`src/rtl/dmc_pkg.sv`:
```
// Shared constants for the direct-mapped instruction cache line-fill controller.
// Address split: offset [3:0], index [8:4], tag [23:9].
package dmc_pkg;

    localparam int unsigned LINE_WORDS = 4;
    localparam int unsigned LINE_W     = 128;
    localparam int unsigned WORD_W     = 32;
    localparam int unsigned HALF_W     = 64;
    localparam int unsigned WSEL_W     = 2;

    localparam int unsigned OFF_LSB = 0;
    localparam int unsigned OFF_MSB = 3;
    localparam int unsigned IDX_LSB = 4;
    localparam int unsigned IDX_MSB = 8;
    localparam int unsigned TAG_LSB = 9;
    localparam int unsigned TAG_MSB = 23;

    typedef logic [1:0] state_t;

    localparam state_t ST_IDLE  = 2'd0;
    localparam state_t ST_CHECK = 2'd1;
    localparam state_t ST_FILL  = 2'd2;
    localparam state_t ST_WRITE = 2'd3;

endpackage

```
`src/rtl/dmc_line_buf.sv`:
```
// Four-word line assembly buffer; word 0 sits in the least significant bits.
module dmc_line_buf
    import dmc_pkg::*;
(
    input  logic              clk,
    input  logic              rst_n,
    input  logic              we,
    input  logic [1:0]        sel,
    input  logic [WORD_W-1:0] din,
    output logic [LINE_W-1:0] c_line
);

    logic [WORD_W-1:0] words_q [LINE_WORDS];

    always_ff @(posedge clk or negedge rst_n) begin
        if (!rst_n) begin
            for (int i = 0; i < LINE_WORDS; i++) begin
                words_q[i] <= '0;
            end
        end else if (we) begin
            words_q[sel] <= din;
        end
    end

    always_comb begin
        c_line = '0;
        for (int i = 0; i < LINE_WORDS; i++) begin
            c_line[i*WORD_W +: WORD_W] = words_q[i];
        end
    end

endmodule

```
`src/rtl/dmc_line_fill.sv`:
```
// Miss handling and line fill for the 32-line x 16-byte direct-mapped I-cache.
// Hits return a half-line in two cycles; misses fetch four words, write the line, then re-check.
module dmc_line_fill
    import dmc_pkg::*;
#(
    parameter int unsigned ADDR_W = 24,
    parameter int unsigned CNT_W  = 16
) (
    input  logic              clk,
    input  logic              rst_n,
    input  logic [ADDR_W-1:0] req_addr,
    input  logic              req_valid,
    output logic              req_ready,
    output logic [HALF_W-1:0] rdata,
    output logic              rdata_valid,
    output logic [ADDR_W-1:0] c_A,
    output logic [ADDR_W-1:0] c_A_h,
    input  logic [HALF_W-1:0] c_Do,
    input  logic              c_hit,
    output logic [LINE_W-1:0] c_line,
    output logic              c_wr,
    output logic [ADDR_W-1:0] m_addr,
    output logic              m_rd,
    input  logic [WORD_W-1:0] m_rdata,
    input  logic              m_ack,
    output logic [CNT_W-1:0]  miss_cnt
);

    state_t              state_q, state_d;
    logic [ADDR_W-1:0]   addr_q, addr_d;
    logic [WSEL_W-1:0]   wcnt_q, wcnt_d;
    logic [CNT_W-1:0]    miss_cnt_q, miss_cnt_d;
    logic [HALF_W-1:0]   rdata_q, rdata_d;
    logic                rdata_valid_q, rdata_valid_d;
    logic                buf_we;

    always_comb begin
        state_d       = state_q;
        addr_d        = addr_q;
        wcnt_d        = wcnt_q;
        miss_cnt_d    = miss_cnt_q;
        rdata_d       = rdata_q;
        rdata_valid_d = 1'b0;
        buf_we        = 1'b0;
        req_ready     = 1'b0;
        m_rd          = 1'b0;
        c_wr          = 1'b0;
        c_A           = addr_q;
        c_A_h         = addr_q;

        case (state_q)
            ST_IDLE: begin
                req_ready = 1'b1;
                c_A       = req_addr;
                c_A_h     = req_addr;
                if (req_valid) begin
                    addr_d  = req_addr;
                    state_d = ST_CHECK;
                end
            end
            ST_CHECK: begin
                if (c_hit) begin
                    rdata_d       = c_Do;
                    rdata_valid_d = 1'b1;
                    state_d       = ST_IDLE;
                end else begin
                    if (miss_cnt_q != {CNT_W{1'b1}}) begin
                        miss_cnt_d = miss_cnt_q + {{(CNT_W-1){1'b0}}, 1'b1};
                    end
                    wcnt_d  = '0;
                    state_d = ST_FILL;
                end
            end
            ST_FILL: begin
                m_rd = 1'b1;
                if (m_ack) begin
                    buf_we = 1'b1;
                    wcnt_d = wcnt_q + 2'd1;
                    if (wcnt_q == WSEL_W'(LINE_WORDS - 1)) begin
                        state_d = ST_WRITE;
                    end
                end
            end
            ST_WRITE: begin
                // Re-check after the write so the hit path returns the data.
                c_wr    = 1'b1;
                state_d = ST_CHECK;
            end
            default: begin
                state_d = ST_IDLE;
            end
        endcase
    end

    always_ff @(posedge clk or negedge rst_n) begin
        if (!rst_n) begin
            state_q       <= ST_IDLE;
            addr_q        <= '0;
            wcnt_q        <= '0;
            miss_cnt_q    <= '0;
            rdata_q       <= '0;
            rdata_valid_q <= 1'b0;
        end else begin
            state_q       <= state_d;
            addr_q        <= addr_d;
            wcnt_q        <= wcnt_d;
            miss_cnt_q    <= miss_cnt_d;
            rdata_q       <= rdata_d;
            rdata_valid_q <= rdata_valid_d;
        end
    end

    // Word address only advances after an ack, so it is stable across wait states.
    assign m_addr      = {addr_q[ADDR_W-1:IDX_LSB], wcnt_q, 2'b00};
    assign rdata       = rdata_q;
    assign rdata_valid = rdata_valid_q;
    assign miss_cnt    = miss_cnt_q;

    dmc_line_buf u_line_buf (
        .clk    (clk),
        .rst_n  (rst_n),
        .we     (buf_we),
        .sel    (wcnt_q),
        .din    (m_rdata),
        .c_line (c_line)
    );

endmodule

```
`config.mk`:
```
export PLATFORM = sky130hd
export DESIGN_NAME = dmc_line_fill
export DESIGN_NICKNAME = d
export VERILOG_FILES = /design/src/rtl/dmc_pkg.sv /design/src/rtl/dmc_line_buf.sv /design/src/rtl/dmc_line_fill.sv
export SDC_FILE = /design/constraint.sdc
export NUM_CORES = 1
export LEC_CHECK = 0
export BUFFER_PORTS_ARGS = -buffer_cell sky130_fd_sc_hd__buf_2
export CORE_ASPECT_RATIO = 0.75
export CORE_UTILIZATION = 43
export DETAILED_ROUTE_END_ITERATION = 10
export PLACE_DENSITY = 0.76
export SLEW_MARGIN = 25
export SYNTH_ARGS = -nofsm -noshare
export SYNTH_HDL_FRONTEND = slang
export SYNTH_SLANG_ARGS = --single-unit
```
`constraint.sdc`:
```
create_clock -name clk -period 1.85 [get_ports clk]
set_input_delay 0.37 -clock clk [delete_from_list [all_inputs] [get_ports clk]]
set_output_delay 0.37 -clock clk [all_outputs]
set_load 0.02 [all_outputs]
```
* Word-level counts from Yosys, hierarchy flattened
Index checks and enable logic that the tools add are counted.
Word-level totals: bits in registers 237, input bits 125, output and inout bits 284, word-level logic and storage cells 52
Cells by class: add/subtract/negate cells 2, $lt $le $gt $ge 2, eq/ne operators 9, muxes and demuxes 19, bitwise operators 2, reduce and logical (&&, ||, !) cells 8
Operators with widths (number):
- $bwmux W128 | 1
- $demux W32 S2 | 1
- $mux W32 | 1
- $mux W24 | 1
- $add A16 B1 Y16 const B | 1
- $ne A16 B16 Y1 const B | 1
- $mux W2 | 6
- $reduce_and A3 Y1 | 3
- $ne A2 B2 Y1 const B | 4
- $pmux W2 S4 | 1
- $mux W1 | 7
- $eq A2 B2 Y1 const B | 3
- $pmux W2 S2 | 1
- $reduce_and A2 Y1 | 2
- $ge A3 B3 Y1 const B | 1
- $lt A3 B1 Y1 const B | 1
- $not A2 Y3 | 1
- $add A2 B1 Y2 const B | 1
- $eq A2 B1 Y1 const B | 1
- $logic_not A2 Y1 | 1
- $reduce_bool A2 Y1 | 1
- $logic_and A1 B1 Y1 | 1
- $not A1 Y1 | 1

* Longest topological paths before layout
word-level depth 6, gate-level depth with buffers 7, gate-level depth less buffers 6

* By module
Synthesis repeated with hierarchy kept, for this count alone.
Second synthesis, totals: cell total of the unflattened synthesis 637, area total of the unflattened synthesis 9733.1 um^2
Modules (own cells, without submodules):
- dmc_line_fill | instances 1, cells an instance 365, area an instance 4988.5 um^2, sequential area each 2727.6 um^2
- dmc_line_buf | instances 1, cells an instance 272, area an instance 4744.6 um^2, sequential area each 3203.1 um^2

* Worst setup path after synthesis
OpenSTA, ideal clock, no wires.
path type register to output, from register state_q[0], to output port c_A_h[10], data arrival time 1.773 ns, required time 1.480 ns, slack -0.293 ns, cell stages (with the launch flop) 7, cells stage by stage dfrtp_1 -> inv_1 -> ha_1 -> buf_2 -> buf_2 -> mux2_2 -> buf_4
On the way: word-level cells in the longest chain between the ends 2
Ends and longest elaborated chain:
- from (decl) | RTL line dmc_line_fill.sv:29 | state_t state_q, state_d;
- from (signal assigned) | RTL line dmc_line_fill.sv:104 | state_q <= state_d;
- $logic_not A2 Y1
- $mux W24
- to (decl) | RTL line dmc_line_fill.sv:17 | output logic [ADDR_W-1:0] c_A_h,
Every way passes these cells.

* Worst setup path in the final report
from register state_q[0], to output port c_A_h[20]
On the way: word-level cells in the longest chain between the ends 2
Ends and longest elaborated chain:
- $logic_not A2 Y1 | RTL line dmc_line_fill.sv:51 | case (state_q)
- $mux W24 | RTL line dmc_line_fill.sv:51
Every way passes these cells.

==> results.yml <==
status:
  status: "finished with violations"
  violations: "negative setup slack"
global_routing:
  track_usage: 0.205
  antenna_found_initial: 1
  grt_pass1_wl_mm: 37.9
  overflow: 0
  grt_pass1_vias: 7006
  grt_max_degree: 50
critical_path:
  reg2reg_from: "state_q[1]"
  path_delay_family: "buffers and inverters"
  criticalPathCategory: "flip-flop to output port"
  path_max_fanout: 6
  crit_buf_inv: 3
  endpoint_kind: "output port"
  cp.arrival_ps: 1850
  slowest_stage: "dfrtp_1"
  r2r_end: "miss_cnt[7]"
  crit_path_cell_trace: "inv_2, ha_4, clkbuf_16, mux2_4, buf_2"
  r2r_slack_ps: 40
  cp_data_required_time_ps: 1480
  start_kind: "flip-flop"
  reg2reg_depth: 7
  critPathMaxStageDelay_ps: 390
cts:
  numCtsBuffers: 24
  cts_tree: "built"
  clkTransAtPathRegs_ps: 60
  clk_latency_ps: 500
  cts-root-buf: "clkbuf_16"
  clkSinkCount: 237
  cts_max_level: 1
  cts_buffer_depth: 3
worst_hold_path:
  hold_start: "c_Do[56]"
  whs_endpoint: "rdata[56]"
  whs_path_depth: 2
  hold_class: "primary input to flip-flop"
drt:
  first_iter_violations: 215
  wl_mm: 23.9
  routed_via_density: 4.90
  vias: 6606
  ant_nets: 0
  drc: 0
  wl_per_cell_um: 17.7
  firstDrtPassIters: 4
timing:
  whs_ps: 93.7
  min_period_over_period: 1.20
  clock.fmax_ghz: 0.451
  final_hold_viol_count: 0
  finalCriticalPeriod_ps: 2220
  fin_skew_ps: 5.94
  worst_slack_ps: -369
  slew_viol_final: 0
  setup_viol: 48
  rsz0062_at_grt: "true"
floorplanning:
  io_pins: 409
  rows: 47
  die_h_um: 132
  core-area_mm2: 0.0221
  initial_utilization: 0.440
  die_w_um: 176
  dieArea_mm2: 0.0233
synth:
  synth_top_area_share: 0.609
  synthArstFlopShare: 1.00
  postSynthAreaPerCell_um2: 15.3
  syn_area_mm2: 0.00974
  synth-main-ff-cell: "dfrtp_1"
  synth_seq_cells: 237
  synth_cell_types: 31
  synthCells: 638
  yosys_warnings: 0
  synthTopCellsByCount: "mux2_2, dfrtp_1, buf_4"
  ys_top_cells_by_area: "dfrtp_1, mux2_2, buf_4"
  synth-edff-count: 0
  seq_area_frac_synth: 0.609
  synth_most_common_cell: "mux2_2"
  synth_area_leader_cell: "dfrtp_1"
placed_design:
  place_congestion: 0.754
  port_buffers: 406
  dp_slack_ps: 64.8
  post-dp-hpwl_mm: 17.5
power:
  p_seq_frac: 0.348
  switching_share: 0.372
  internal-power_mw: 14.0
  p_sw_mw: 8.29
  power_density_mw_per_mm2: 1690
  comb_power_share: 0.440
  p_leak_nw: 7.03
  pwr-share-clk: 0.213
  vdd_drop_max_mv: 1.15
job:
  max_cap_violations: 0
layout:
  nets: 1171
  layout-drive-gt1-share: 0.698
  final.fill_count: 1749
  syn2layout_area_growth_pct: 35.6
==> metal layers <==
metal  vias to the layer above  wire length [um]  GRT usage
li1                       2994                 -          -
met1                      3321              9750      0.251
met2                       242             12100      0.356
met3                        49              1330     0.0421
met4                         0               787     0.0778
met5                         -                 0          0
==> per-stage QoR <==
step / std cells / TNS [ps] / instance area, um^2 / utilization / total power [mW]
after floorplan: 639 / 0 / 9850 / - / 14.5
after global placement: 1291 / 0 / 12100 / 0.548 / 16.8
after detailed placement: 1291 / 0 / 12100 / 0.548 / 17.1
after CTS: 1339 / -17300 / 12900 / 0.586 / 22.0
after global routing: 1349 / -18980 / 13200 / 0.597 / 23.4
final: 1349 / -16420 / 13200 / 0.597 / 22.3
==> cell families after synthesis <==
kind of cell,synth area share
compound gates,0.00411
other cells,0.000385
fa+ha+maj,0.0129
mux,0.279
buf+inv,0.0523
flops,0.609
simple gates,0.0289
xor+xnor,0.0135
==> placed cells by master (no fill, tap or decap), types with 5 or more instances in the layout <==
cell type,n
buf_12,13
buf_2,376
buf_4,35
buf_6,17
clkbuf_1,6
clkbuf_16,26
clkinv_2,6
dfrtp_1,237
ha_1,8
mux2_2,217
mux2_4,24
nand2_1,7
nand3_1,5
nand4_1,7
xnor2_1,8
xor2_1,7
==> power by group through the flow <==
stage	clock network, mW	registers, mW	logic [mW]
after floorplan	0	9.46	5.01
after global placement	0	7.74	9.08
after detailed placement	0	7.82	9.25
after CTS	4.89	7.76	9.34
after global routing	5.06	7.98	10.4
final	4.75	7.75	9.80
==> flip-flops by register name (all words and copies together) (netlist names) <==
register and flops:
rdata_valid 1, addr_q 24, rdata 64, u_line_buf.c_line 128, miss_cnt 16, wcnt_q 2
state_q 2
==> area by class of cell <==
type                    instances  area [um^2]  share of cell area
multi-input cells             322         3440               0.261
flip-flops and latches        237         5930               0.449
inverters                       6         22.5             0.00171
clock buffers                  35          703              0.0533
diodes                          1         2.50            0.000190
clock inverters                 9         76.3             0.00578
repair buffers                445         2650               0.201
well taps                     294          368              0.0279
==> worst max-delay path by stage <==
stage,startpoint,endpoint,cells after the start
floorplan,state_q[0],c_A_h[10],6
global placement,state_q[1],c_A[2],5
detailed placement,state_q[1],c_A[2],5
CTS,state_q[0],c_A[23],5
global route,state_q[0],c_A_h[18],5
finish,state_q[0],c_A_h[20],5
==> worst reg2reg max path, stage by stage, from the launching register on <==
cell      delay, ps
dfrtp_1         390
inv_2            80
buf_4           120
ha_1            170
nand2b_1        170
buf_4           210
nor4_1          390
xor2_1          200
==> what timing repair did <==
action | in CTS | in global routing
hold buffers | 1 | 0
setup buffers | 3 | 9
setup endpoints to repair | 50 | 52
cloned | 0 | 1
resized for setup | 3 | 50
pin swaps | 1 | 2
hold endpoints to repair | 37 | 0
(Power assumes the default switching activity.)
